## config.mk

```make
export PLATFORM = sky130hd
export DESIGN_NAME = instr_sequencer
export DESIGN_NICKNAME = d
export VERILOG_FILES = /design/src/rtl/cpu_pkg.sv /design/src/rtl/instr_fifo.sv /design/src/rtl/instr_sequencer.sv
export SDC_FILE = /design/constraint.sdc
export NUM_CORES = 1
export LEC_CHECK = 0
export ABC_AREA = 1
export CAP_MARGIN = 10
export CORE_ASPECT_RATIO = 1.4
export CORE_UTILIZATION = 44
export CTS_CLUSTER_DIAMETER = 200
export DETAILED_ROUTE_END_ITERATION = 12
export GPL_TIMING_DRIVEN = 0
export PLACE_DENSITY = 0.68
export SLEW_MARGIN = 30
export SYNTH_ARGS = -nofsm -noshare
export SYNTH_HDL_FRONTEND = slang
export SYNTH_HIERARCHICAL = 1
export SYNTH_SLANG_ARGS = --single-unit
```

## constraint.sdc

```tcl
create_clock -name clock -period 2.3 [get_ports clock]
set_input_delay 0.345 -clock clock [delete_from_list [all_inputs] [get_ports clock]]
set_output_delay 0.345 -clock clock [all_outputs]
set_load 0.05 [all_outputs]
```

## src/rtl/cpu_pkg.sv

```systemverilog
// Shared definitions for the 9-bit processor front end and control unit:
// instruction geometry, opcode encodings, sequencer states, opcode screening.
package cpu_pkg;

  localparam int unsigned IW    = 9;
  localparam int unsigned DEPTH = 2;
  localparam int unsigned LW    = $clog2(DEPTH + 1);

  localparam logic [2:0] OpAdd = 3'b000;
  localparam logic [2:0] OpSub = 3'b001;
  localparam logic [2:0] OpNan = 3'b010;
  localparam logic [2:0] OpOut = 3'b100;
  localparam logic [2:0] OpLdi = 3'b101;
  localparam logic [2:0] OpRep = 3'b111;

  typedef enum logic [0:0] {
    StIdle,
    StExec
  } seq_state_e;

  function automatic logic is_legal_op(input logic [2:0] op);
    logic legal;
    case (op)
      OpAdd, OpSub, OpNan, OpOut, OpLdi, OpRep: legal = 1'b1;
      default:                                  legal = 1'b0;
    endcase
    return legal;
  endfunction

endpackage

```

## src/rtl/instr_fifo.sv

```systemverilog
// Two-entry instruction buffer with 1-bit wrap-around pointers and a
// separately registered fill level.
module instr_fifo
  import cpu_pkg::*;
(
  input  logic          clock,
  input  logic          resetn,
  input  logic          push,
  input  logic          pop,
  input  logic [IW-1:0] wdata,
  output logic [IW-1:0] rdata,
  output logic          full,
  output logic          empty,
  output logic [LW-1:0] level
);

  logic [IW-1:0] mem_q [DEPTH];
  logic          wr_ptr_q;
  logic          rd_ptr_q;
  logic [LW-1:0] level_q;
  logic          do_push;
  logic          do_pop;

  assign full    = (level_q == LW'(DEPTH));
  assign empty   = (level_q == '0);
  assign level   = level_q;
  assign rdata   = mem_q[rd_ptr_q];
  assign do_push = push && !full;
  assign do_pop  = pop && !empty;

  always_ff @(posedge clock or negedge resetn) begin
    if (!resetn) begin
      for (int i = 0; i < DEPTH; i++) begin
        mem_q[i] <= '0;
      end
      wr_ptr_q <= 1'b0;
      rd_ptr_q <= 1'b0;
      level_q  <= '0;
    end else begin
      if (do_push) begin
        mem_q[wr_ptr_q] <= wdata;
        wr_ptr_q        <= ~wr_ptr_q;
      end
      if (do_pop) begin
        rd_ptr_q <= ~rd_ptr_q;
      end
      // Simultaneous push and pop leaves the level unchanged.
      case ({do_push, do_pop})
        2'b10:   level_q <= level_q + LW'(1);
        2'b01:   level_q <= level_q - LW'(1);
        default: level_q <= level_q;
      endcase
    end
  end

endmodule

```

## src/rtl/instr_sequencer.sv

```systemverilog
// Front-end sequencer: buffers instructions, screens undefined opcodes, holds
// the IR and drives the 4-step count consumed by the control unit.
module instr_sequencer
  import cpu_pkg::*;
(
  input  logic          clock,
  input  logic          resetn,
  input  logic [IW-1:0] instr_in,
  input  logic          instr_valid,
  output logic          instr_ready,
  input  logic          run,
  output logic [IW-1:0] ir_out,
  output logic [1:0]    count,
  output logic          busy,
  output logic          done,
  output logic          illegal,
  output logic [LW-1:0] fifo_level
);

  seq_state_e    state_q, state_d;
  logic [IW-1:0] ir_q, ir_d;
  logic [1:0]    count_q, count_d;
  logic          illegal_q, illegal_d;

  logic          fifo_push;
  logic          fifo_pop;
  logic          fifo_full;
  logic          fifo_empty;
  logic [IW-1:0] head;
  logic          head_legal;
  logic          can_load;

  // Held low throughout reset so nothing is accepted while the FIFO is flushed.
  assign instr_ready = resetn && !fifo_full;
  assign fifo_push   = instr_valid && instr_ready;

  instr_fifo u_instr_fifo (
    .clock (clock),
    .resetn(resetn),
    .push  (fifo_push),
    .pop   (fifo_pop),
    .wdata (instr_in),
    .rdata (head),
    .full  (fifo_full),
    .empty (fifo_empty),
    .level (fifo_level)
  );

  assign head_legal = is_legal_op(head[IW-1 -: 3]);
  assign can_load   = !fifo_empty && run;

  always_comb begin
    state_d   = state_q;
    ir_d      = ir_q;
    count_d   = count_q;
    illegal_d = 1'b0;
    fifo_pop  = 1'b0;
    unique case (state_q)
      StIdle: begin
        count_d = 2'b00;
        if (can_load) begin
          fifo_pop = 1'b1;
          if (head_legal) begin
            ir_d    = head;
            state_d = StExec;
          end else begin
            illegal_d = 1'b1;
          end
        end
      end
      StExec: begin
        if (count_q != 2'b11) begin
          count_d = count_q + 2'd1;
        end else begin
          // Retire edge: chain straight into the next legal instruction.
          count_d = 2'b00;
          if (can_load) begin
            fifo_pop = 1'b1;
            if (head_legal) begin
              ir_d = head;
            end else begin
              illegal_d = 1'b1;
              state_d   = StIdle;
            end
          end else begin
            state_d = StIdle;
          end
        end
      end
      default: state_d = StIdle;
    endcase
  end

  always_ff @(posedge clock or negedge resetn) begin
    if (!resetn) begin
      state_q   <= StIdle;
      ir_q      <= '0;
      count_q   <= 2'b00;
      illegal_q <= 1'b0;
    end else begin
      state_q   <= state_d;
      ir_q      <= ir_d;
      count_q   <= count_d;
      illegal_q <= illegal_d;
    end
  end

  assign ir_out  = ir_q;
  assign count   = count_q;
  assign busy    = (state_q == StExec);
  assign done    = busy && (count_q == 2'b11);
  assign illegal = illegal_q;

endmodule

```

==> results_dict.tcl <==
set metrics [dict create \
    grt_overflow 0 \
    hpwl_um 2483 \
    cpLargestDelayFamily "buffers and inverters" \
    powerDensity_nw_per_um2 1505 \
    grt_max_degree 22 \
    h-tree-depth 2 \
    dp_cells 276 \
    antenna_left 0 \
    worstMarginPinSlew_ns 0.6518 \
    dr.pass1.iters 4 \
    yosysSeqAreaShare 0.4899 \
    critPathBufInv 2 \
    path_class "flip-flop to output pin" \
    rows 27 \
    cp_max_fo 3 \
    die_x_um 55.88 \
    post-route-util 0.5884 \
    dieArea_um2 4326 \
    cts_buffer_depth 2 \
    timing.fmax_mhz 472.1 \
    first_global_vias 1440 \
    arrival_ns 1.77 \
    diodes 0 \
    wire_per_inst_um 12.04 \
    status "finished, final reports clean" \
    yosys-top-cells-area "dfrtp_1 49%, nand2_1 20%, nand4_1 6.6%" \
    clk_latency_ns 0.29 \
    start_util 0.4563 \
    grt_first_pass_wirelength_um 6196 \
    critPathLaunchType "flip-flop" \
    grt.total_usage 0.1823 \
    worstSetupEndpointType "output pin" \
    clk_pin_slew_ns 0.08 \
    min_period_ns 2.118 \
    numCtsBuffers 5 \
    fin_crit_sh 0.9210 \
    place_congestion 0.7550 \
    drt_iter0_drc 42 \
    synthesis.area_um2 1788 \
    max_cap_viol_count 0 \
    vias 1389 \
    path_cells "ha_1 > nand2_1 > inv_1 > clkdlybuf4s50_1" \
    synth.top_cell.area_share 0.4899 \
    layout.nets 256 \
    finalNonFillerCells 285 \
    cts_sinks 35 \
    cp.required_ns 1.96 \
    synthToLayoutAreaGrowth_pct 28.97 \
    max_slew_margin 0.5640 \
    syn_nets 218 \
    syn_avg_cell_area_um2 8.808 \
    slowest_stage "clkdlybuf4s50_1" \
    finClkSkew_ns 0.006822 \
    synth.distinct_cells 22 \
    layout-drive-gt1-share 0.1777 \
    finalHoldViolations 0 \
    drv_slew 0 \
    yosysTopAreaCell "dfrtp_1" \
    synth_seq_cells 35 \
    rsz0062_at_grt "no" \
    cts_tree "done" \
    pin_count 30 \
    cts-root-buf "clkbuf_8" \
    antenna_found_initial 0 \
    routed_wl_um 3431 \
    hp-class "primary input to asynchronous set/reset pin" \
    io_buffers 29 \
    peakVddDrop_uv 1113 \
    drcViolationCount 0 \
    syn_inst 203 \
    max_stage_delay_ns 0.78 \
    yosys_warnings 6 \
    post_cts_buffers 0 \
    fp.coreArea_um2 3919 \
    vias_per_cell 4.874 \
    p_leak_uw 0.001179 \
    setup-violations-final 0 \
    dieHeight_um 77.43 \
]
[state kept, by name (all words and copies together) (netlist names)]
| signal | flops |
|---|---|
| illegal | 1 |
| ir_out | 9 |
| u_instr_fifo/rd_ptr_q | 1 |
| u_instr_fifo/level | 2 |
| count | 2 |
| u_instr_fifo/wr_ptr_q | 1 |
| busy | 1 |
| u_instr_fifo/mem_q | 18 |
[area by class of cell]
| type | instances | area [um2] |
|---|---|---|
| Buffer | 8 | 92.59 |
| Clock buffer | 5 | 68.82 |
| Clock inverter | 3 | 67.56 |
| Fill cell | 373 | 1613 |
| Inverter | 17 | 63.81 |
| Multi-Input combinational cell | 143 | 760.7 |
| Sequential cell | 35 | 877.1 |
| Tap cell | 43 | 53.80 |
| Timing Repair Buffer | 31 | 321.6 |
[layer usage]
metal  track usage  routed length (um)  vias to the layer above
met2        0.3181                1797                       23
li1              -                   -                      725
met3       0.02500                  78                        5
met5             0                   0                        -
met1        0.2133                1486                      636
met4        0.1024                  69                        0
[layout by cell type, fill, tap and decap left out, drive strengths merged]
| cell type | count |
|---|---|
| nand3 | 15 |
| dfrtp | 35 |
| bufinv | 2 |
| dlygate4sd2 | 1 |
| buf | 8 |
| nor3 | 1 |
| clkinv | 2 |
| xnor2 | 1 |
| nand2 | 100 |
| dlygate4sd3 | 1 |
| nor3b | 1 |
| clkinvlp | 1 |
| ha | 2 |
| clkbuf | 7 |
| nand4 | 19 |
| inv | 15 |
| nor2 | 4 |
| clkdlybuf4s50 | 27 |
[stage by stage]
stage	setup TNS, ns	setup WS, ns	hold slack [ns]	power, uW	area [um2]
6_report	0	0.1817	0.01573	3470	2306
3_3_place_gp	-18.68	-1.200	0.4524	2801	2138
3_5_place_dp	-0.02423	-0.02423	0.2959	2837	2161
5_1_grt	0	0.06974	0.01483	3720	2306
2_1_floorplan	0	0.1024	0.04941	2366	1794
4_1_cts	0	0.1636	0.01784	3507	2306
[synthesized netlist by cell type]
cell type	count
buf_12	1
clkbuf_4	2
nand2_4	2
nand2_2	3
buf_2	1
nor2_4	2
nand3_1	3
nor3b_1	1
clkinv_1	2
inv_1	12
nor2_1	2
nand3_2	9
inv_2	3
buf_6	2
dfrtp_1	35
nand4_1	19
nand2_1	95
buf_8	2
ha_1	2
nand3_4	3
nor3_2	1
xnor2_1	1
[kinds of logic (layout without fill, tap and decap cells)]
family	Yosys count	in the layout	share of synthesized area
adders and majority gates	2	2	0.01399
xor gates and xnor gates	1	1	0.004899
DFF	35	35	0.4899
buffers and inverters	25	64	0.08747
and+or+nand+nor	140	140	0.4038
[path summary, 6_finish.rpt]
path	slack, ns	startpoint	to	cells after the start
min in group clock	0.46	count[0]	count[0]	1
worst max register to register	0.22	u_instr_fifo/level[1]	u_instr_fifo/level[1]	11
worst max-delay path	0.18	count[0]	done	4
worst min-delay path	0.02	resetn	u_instr_fifo/mem_q[1]	2
worst min register to register	0.46	count[0]	count[0]	1
max in group asynchronous	1.19	resetn	u_instr_fifo/rd_ptr_q	2
[what timing repair did]
action                                  4_1_cts  5_1_grt
endpoints found under the hold margin        15        0
gates resized for setup                       1        0
hold buffers                                  1        0
endpoints found under the setup margin        1        0
[power breakdown]
group          switching, uW  internal [uW]  total, uW  leakage [uW]
clock                    229            432        661     0.0000644
sequential               164            884       1050      0.000439
combinational           1150            607       1760      0.000676
No activity file was read; power rests on OpenSTA's default activity.
